--- config.mk ---
export PLATFORM = sky130hd
export DESIGN_NAME = ex_flag_stage_flat
export DESIGN_NICKNAME = d
export VERILOG_FILES = /design/src/rtl/ex_flag_stage_if.sv /design/src/rtl/ex_flag_stage.sv /design/src/flat_wrapper.sv
export SDC_FILE = /design/constraint.sdc
export NUM_CORES = 1
export LEC_CHECK = 0
export ABC_CLOCK_PERIOD_IN_PS = 1850
export CAP_MARGIN = 20
export CORE_MARGIN = 10
export CORE_UTILIZATION = 40
export CTS_CLUSTER_DIAMETER = 40
export DETAILED_ROUTE_END_ITERATION = 8
export PLACE_DENSITY = 0.84
export SLEW_MARGIN = 10
export SYNTH_ARGS = -nofsm -noshare
export SYNTH_HDL_FRONTEND = slang
export SYNTH_SLANG_ARGS = --single-unit
export TNS_END_PERCENT = 5
--- constraint.sdc ---
create_clock -name clk -period 1.85 [get_ports clk]
set_clock_uncertainty 0.05 [all_clocks]
set_input_delay 0.37 -clock clk [delete_from_list [all_inputs] [get_ports clk]]
set_output_delay 0.37 -clock clk [all_outputs]
set_load 0.01 [all_outputs]
--- src/rtl/ex_flag_stage_if.sv ---
// EX-stage back-end bundle: ALU result and control in, EX/MEM register,
// flags and branch decision out. The master is the pipeline side, the slave is the stage.
interface ex_flag_stage_if #(
    parameter int WIDTH = 16
);
    logic             ex_valid;
    logic [3:0]       ex_op;
    logic [WIDTH-1:0] ex_S;
    logic             ex_N;
    logic             ex_V;
    logic             stall;
    logic             flush;
    logic             br_valid;
    logic [2:0]       br_cond;
    logic             mem_valid;
    logic [3:0]       mem_op;
    logic [WIDTH-1:0] mem_result;
    logic             flag_N;
    logic             flag_Z;
    logic             flag_V;
    logic             br_taken;
    logic             br_wait;

    modport master (
        output ex_valid, ex_op, ex_S, ex_N, ex_V, stall, flush, br_valid, br_cond,
        input  mem_valid, mem_op, mem_result, flag_N, flag_Z, flag_V, br_taken, br_wait
    );

    modport slave (
        input  ex_valid, ex_op, ex_S, ex_N, ex_V, stall, flush, br_valid, br_cond,
        output mem_valid, mem_op, mem_result, flag_N, flag_Z, flag_V, br_taken, br_wait
    );
endinterface

--- src/rtl/ex_flag_stage.sv ---
// EX/MEM pipeline register, N/Z/V flag register and branch condition evaluation.
// Optional FLAG_BYPASS_EN: branches see next-cycle flags instead of waiting a cycle.
module ex_flag_stage #(
    parameter int WIDTH = 16
) (
    input  logic         clk,
    input  logic         rst,
    ex_flag_stage_if.slave bus
);

    logic             commit_s;
    logic             z_new_s;
    logic             wr_nzv_s;
    logic             wr_z_s;
    logic             n_nxt_s;
    logic             z_nxt_s;
    logic             v_nxt_s;
    logic             f_n_s;
    logic             f_z_s;
    logic             f_v_s;
    logic             br_taken_s;
    logic             br_wait_s;

    logic             mem_valid_r;
    logic [3:0]       mem_op_r;
    logic [WIDTH-1:0] mem_result_r;
    logic             flag_n_r;
    logic             flag_z_r;
    logic             flag_v_r;

    function automatic logic cond_eval(input logic [2:0] cc, input logic n,
                                       input logic z, input logic v);
        logic r;
        case (cc)
            3'b000:  r = ~z;
            3'b001:  r = z;
            3'b010:  r = ~z & ~n;
            3'b011:  r = n;
            3'b100:  r = z | ~n;
            3'b101:  r = n | z;
            3'b110:  r = v;
            3'b111:  r = 1'b1;
            default: r = 1'b0;
        endcase
        return r;
    endfunction

    assign commit_s = bus.ex_valid & ~bus.stall & ~bus.flush;
    assign z_new_s  = (bus.ex_S == {WIDTH{1'b0}});

    // Opcode class: which flags the EX instruction is allowed to write
    always_comb begin
        wr_nzv_s = 1'b0;
        wr_z_s   = 1'b0;
        case (bus.ex_op)
            4'b0000, 4'b0001: begin
                wr_nzv_s = 1'b1;
                wr_z_s   = 1'b1;
            end
            4'b0010, 4'b0100, 4'b0101, 4'b0110: begin
                wr_z_s = 1'b1;
            end
            default: begin
                wr_nzv_s = 1'b0;
                wr_z_s   = 1'b0;
            end
        endcase
    end

    // Next flag values; unwritten bits pass through from the register
    always_comb begin
        n_nxt_s = flag_n_r;
        z_nxt_s = flag_z_r;
        v_nxt_s = flag_v_r;
        if (commit_s && wr_nzv_s) begin
            n_nxt_s = bus.ex_N;
            v_nxt_s = bus.ex_V;
        end else begin
            n_nxt_s = flag_n_r;
            v_nxt_s = flag_v_r;
        end
        if (commit_s && wr_z_s) begin
            z_nxt_s = z_new_s;
        end else begin
            z_nxt_s = flag_z_r;
        end
    end

    // Branch decision for the instruction in ID
    always_comb begin
`ifdef FLAG_BYPASS_EN
        f_n_s      = n_nxt_s;
        f_z_s      = z_nxt_s;
        f_v_s      = v_nxt_s;
        br_wait_s  = 1'b0;
        br_taken_s = bus.br_valid & cond_eval(bus.br_cond, f_n_s, f_z_s, f_v_s);
`else
        f_n_s      = flag_n_r;
        f_z_s      = flag_z_r;
        f_v_s      = flag_v_r;
        // Every flag-writing opcode writes Z, so wr_z_s covers "writes any flag"
        br_wait_s  = bus.br_valid & commit_s & wr_z_s;
        br_taken_s = bus.br_valid & ~br_wait_s & cond_eval(bus.br_cond, f_n_s, f_z_s, f_v_s);
`endif
    end

    // EX/MEM register: reset > flush > stall > normal
    always_ff @(posedge clk) begin
        if (rst) begin
            mem_valid_r  <= 1'b0;
            mem_op_r     <= 4'd0;
            mem_result_r <= {WIDTH{1'b0}};
        end else if (bus.flush) begin
            mem_valid_r  <= 1'b0;
        end else if (bus.stall) begin
            mem_valid_r  <= mem_valid_r;
        end else begin
            mem_valid_r  <= bus.ex_valid;
            mem_op_r     <= bus.ex_op;
            mem_result_r <= bus.ex_S;
        end
    end

    // Architectural flag register; next values already hold when not committing
    always_ff @(posedge clk) begin
        if (rst) begin
            flag_n_r <= 1'b0;
            flag_z_r <= 1'b0;
            flag_v_r <= 1'b0;
        end else begin
            flag_n_r <= n_nxt_s;
            flag_z_r <= z_nxt_s;
            flag_v_r <= v_nxt_s;
        end
    end

    assign bus.mem_valid  = mem_valid_r;
    assign bus.mem_op     = mem_op_r;
    assign bus.mem_result = mem_result_r;
    assign bus.flag_N     = flag_n_r;
    assign bus.flag_Z     = flag_z_r;
    assign bus.flag_V     = flag_v_r;
    assign bus.br_taken   = br_taken_s;
    assign bus.br_wait    = br_wait_s;

endmodule

--- src/flat_wrapper.sv ---
// flat-port wrapper written by rule: the top's interface ports become plain ports
module ex_flag_stage_flat 
#(
    parameter int WIDTH = 16
)
  (clk, rst, bus_ex_valid, bus_ex_op, bus_ex_S, bus_ex_N, bus_ex_V, bus_stall, bus_flush, bus_br_valid, bus_br_cond, bus_mem_valid, bus_mem_op, bus_mem_result, bus_flag_N, bus_flag_Z, bus_flag_V, bus_br_taken, bus_br_wait);
  ex_flag_stage_if #(.WIDTH(WIDTH)) bus_i ();
  input  logic clk;
  input  logic rst;
  input wire logic [$bits(bus_i.ex_valid)-1:0] bus_ex_valid;
  input wire logic [$bits(bus_i.ex_op)-1:0] bus_ex_op;
  input wire logic [$bits(bus_i.ex_S)-1:0] bus_ex_S;
  input wire logic [$bits(bus_i.ex_N)-1:0] bus_ex_N;
  input wire logic [$bits(bus_i.ex_V)-1:0] bus_ex_V;
  input wire logic [$bits(bus_i.stall)-1:0] bus_stall;
  input wire logic [$bits(bus_i.flush)-1:0] bus_flush;
  input wire logic [$bits(bus_i.br_valid)-1:0] bus_br_valid;
  input wire logic [$bits(bus_i.br_cond)-1:0] bus_br_cond;
  output wire logic [$bits(bus_i.mem_valid)-1:0] bus_mem_valid;
  output wire logic [$bits(bus_i.mem_op)-1:0] bus_mem_op;
  output wire logic [$bits(bus_i.mem_result)-1:0] bus_mem_result;
  output wire logic [$bits(bus_i.flag_N)-1:0] bus_flag_N;
  output wire logic [$bits(bus_i.flag_Z)-1:0] bus_flag_Z;
  output wire logic [$bits(bus_i.flag_V)-1:0] bus_flag_V;
  output wire logic [$bits(bus_i.br_taken)-1:0] bus_br_taken;
  output wire logic [$bits(bus_i.br_wait)-1:0] bus_br_wait;
  assign bus_i.ex_valid = bus_ex_valid;
  assign bus_i.ex_op = bus_ex_op;
  assign bus_i.ex_S = bus_ex_S;
  assign bus_i.ex_N = bus_ex_N;
  assign bus_i.ex_V = bus_ex_V;
  assign bus_i.stall = bus_stall;
  assign bus_i.flush = bus_flush;
  assign bus_i.br_valid = bus_br_valid;
  assign bus_i.br_cond = bus_br_cond;
  assign bus_mem_valid = bus_i.mem_valid;
  assign bus_mem_op = bus_i.mem_op;
  assign bus_mem_result = bus_i.mem_result;
  assign bus_flag_N = bus_i.flag_N;
  assign bus_flag_Z = bus_i.flag_Z;
  assign bus_flag_V = bus_i.flag_V;
  assign bus_br_taken = bus_i.br_taken;
  assign bus_br_wait = bus_i.br_wait;
  ex_flag_stage #(.WIDTH(WIDTH)) u_core (.clk(clk), .rst(rst), .bus(bus_i));
endmodule
==> out/results.txt <==
Pin count of the biggest net entering global routing: 21
CTS Root Buffer Type: sky130_fd_sc_hd__clkbuf_4
Cell row count: 17
Io pins: 57
Count of cell types in the netlist: 23
Met2 routed wirelength: 1701 µm
Total routing resource utilization after global routing: 0.1326
Number of antenna violations at the first check in global routing: 0
Cell-by-cell listing of the critical path: clkdlybuf4s50_1 > o31ai_1 > nor4_1 > buf_2
Register bit count reported by yosys: 24
Leak: 0.0006550 µW
Area delta synth->final: 75.13%
Violation count after the first detailed-route iteration: 55
CP Class: in -> out
Highest cell delay on the worst timing path: 490 ps
Detailed-placement wirelength estimate: 2669 µm
Hold Crit Class: in -> reg
Ratio of cells with drive above 1 in the final layout: 0.1856
Congestion Overflow GR: 0
Initial Utilization: 0.4332
Post-synth net total: 157
Cell with the largest stage delay on the worst path: sky130_fd_sc_hd__clkdlybuf4s50_1
TritonRoute pass-1 iters: 4
Area inside the core boundary: 2276 µm²
Die H: 69.65 µm
CP required: 1430 ps
Number of global-route vias before repair: 1131
Mean instance size in the synthesized netlist: 7.825 µm²
Final period demand of the worst path: 1836 ps
Peak fanout along the critical path: 2
Max-cap violations: 0
Number of hold-repair buffers added at the cts stage: 0
Clock edge transition at the registers on the reported setup and hold paths: 120 ps
Insertion delay to the later sink of the worst-skew pair: 310 ps
Dominant delay contributor by cell family on the critical path: buffers and inverters
Synth warnings: 0
Number of standard cells after synthesis: 126
Residual antenna-violating net count after detailed routing: 0
Startpoint type of the worst setup path: input port
Post-synthesis cell area: 985.9 µm²
Horizontal extent of the die: 69.65 µm
Status: finished clean
Routed WL: 3355 µm
Clock Sinks: 24
Actual slew at the worst max-slew pin: 372.2 ps
Placer Congestion: 0.7833
Count of endpoints failing hold in the final timing report: 0
Arrival time worst endpoint: 1420 ps
Final Max Tran Viols: 0
Vias after detailed routing: 1115
Routed length on met1: 1338 µm
Maximum achievable frequency: 544.8 MHz
Power after layout: 1039 µW
Ratio of final minimum period to clock period: 0.9923
Via/cell ratio: 5.023
Power density over cell area: 601.8 nW/µm²
CP Buf/Inv Count: 2
Top layer used by detailed routing: met4
Number of clock buffers inserted by TritonCTS: 3
Worst IR drop on VDD: 479.0 µV
Total number of nets in the final design: 226
Maximum level of the CTS H-tree: 1
Deepest clock path buffer count: 2
Overall die area: 4850 µm²
Number of failing setup endpoints in the final timing report: 0
Number of DRC violations after detailed routing: 0
Number of inserted diodes: 0
Max-Slew Margin vs Limit: 0.7519
Routed length on met3: 279 µm
Total of buffers placed on input and output ports: 56
Sequential fraction of the synthesis area: 0.4873
TritonCTS clock tree: built
Tightest hold margin: 267.6 ps
Global-route wire length before repair: 5402 µm
Average wire length per cell after detail routing: 15.11 µm
Critical path endpoint category: primary output
==> worst paths after layout <==
kind / start / endpoint / slack [ps] / cells past startpoint
worst min register to register: u_core.bus.mem_result[11] / u_core.bus.mem_result[11] / 410 / 2
worst min-delay path: bus_flush / u_core.bus.mem_valid / 270 / 2
worst max register to register: u_core.bus.flag_Z / u_core.bus.flag_Z / 860 / 4
worst max-delay path: bus_br_valid / bus_br_taken / 10 / 4
==> layout by cell type, fill, tap and decap left out <==
master / n
sky130_fd_sc_hd__dlymetal6s2s_1: 1
sky130_fd_sc_hd__o21ai_0: 1
sky130_fd_sc_hd__or4b_4: 1
sky130_fd_sc_hd__mux2_2: 1
sky130_fd_sc_hd__a21oi_2: 1
sky130_fd_sc_hd__clkbuf_8: 1
sky130_fd_sc_hd__nor2_1: 3
sky130_fd_sc_hd__clkdlybuf4s15_2: 2
sky130_fd_sc_hd__a211oi_2: 2
sky130_fd_sc_hd__dfxtp_1: 22
sky130_fd_sc_hd__o31ai_1: 3
sky130_fd_sc_hd__a211o_1: 1
sky130_fd_sc_hd__clkdlybuf4s50_1: 45
sky130_fd_sc_hd__dfxtp_4: 2
sky130_fd_sc_hd__or2_2: 1
sky130_fd_sc_hd__nand2b_1: 1
sky130_fd_sc_hd__clkbuf_4: 3
sky130_fd_sc_hd__nand3_1: 3
sky130_fd_sc_hd__nand4_1: 1
sky130_fd_sc_hd__clkbuf_2: 3
sky130_fd_sc_hd__dlygate4sd2_1: 3
sky130_fd_sc_hd__nand3b_1: 1
sky130_fd_sc_hd__nand2_1: 42
sky130_fd_sc_hd__nor4b_4: 1
sky130_fd_sc_hd__buf_4: 14
sky130_fd_sc_hd__buf_6: 1
sky130_fd_sc_hd__mux2i_1: 1
sky130_fd_sc_hd__a211oi_4: 1
sky130_fd_sc_hd__buf_2: 2
sky130_fd_sc_hd__inv_1: 1
sky130_fd_sc_hd__and3_1: 1
sky130_fd_sc_hd__nor4_1: 4
sky130_fd_sc_hd__a21oi_1: 22
sky130_fd_sc_hd__nor3_1: 2
==> cell type report <==
class	count	area, µm²
Timing Repair Buffer	71	653.1
Fill cell	177	549.3
Multi-Input combinational cell	94	510.5
Sequential cell	24	488.0
Clock buffer	4	36.28
Tap cell	28	35.03
Inverter	1	3.754
==> repair_timing <==
action	CTS	global route
setup endpoints to repair	2	4
resized for setup	28	11
pin swaps	2	4
buffers inserted	0	0
==> registers in the layout, indices dropped and copies added (netlist names) <==
name and flops:
u_core.bus.mem_valid 1, u_core.bus.flag_Z 1, u_core.bus.mem_op 4, u_core.bus.flag_N 1, u_core.bus.flag_V 1, u_core.bus.mem_result 16
==> cell usage after synthesis, drive strengths merged <==
library cell / number / area share
nand2: 42 / 0.16
buf: 1 / 0.0038
nor4b: 1 / 0.015
a211oi: 3 / 0.023
nand2b: 1 / 0.0063
or2: 1 / 0.0063
or4b: 1 / 0.014
nand3b: 1 / 0.0076
nor2: 3 / 0.011
a211o: 1 / 0.0089
nor4: 4 / 0.025
nand4: 1 / 0.0063
clkbuf: 6 / 0.023
o31ai: 3 / 0.023
and3: 1 / 0.0063
a21oi: 23 / 0.12
mux2i: 1 / 0.010
inv: 1 / 0.0038
dfxtp: 24 / 0.49
nor3: 2 / 0.010
nand3: 3 / 0.015
o21ai: 1 / 0.0051
mux2: 1 / 0.011
==> per-stage QoR <==
step                      utilization  instance area (µm²)  cells  setup slack (ps)  setup TNS (ps)
after CTS                      0.7548                 1718    222             6.273               0
after detailed placement       0.7328                 1668    218            -657.8           -1559
after floorplan                     -                985.9    126             325.1               0
after global placement         0.7328                 1668    218            -637.0           -1379
final                          0.7587                 1727    222             14.33               0
after global routing           0.7587                 1727    222            -37.25          -37.25
==> cell families after synthesis <==
logic type | share of synthesized area
flip-flops | 0.4873
AO/OA/AOI/OAI | 0.1764
buffers and inverters | 0.03045
AND/OR/NAND/NOR | 0.2843
multiplexers | 0.02157
==> where the power goes <==
| part | internal (µW) | switching (µW) |
|---|---|---|
| clock network | 120 | 156 |
| registers | 535 | 10.0 |
| logic | 124 | 93.5 |
==> layer usage <==
| metal | vias up | GRT usage |
|---|---|---|
| met2 | 36 | 0.2258 |
| met3 | 4 | 0.05849 |
| li1 | 572 | - |
| met4 | 0 | 0.04565 |
| met5 | - | 0 |
| met1 | 503 | 0.1417 |
(Power assumes the default switching activity.)
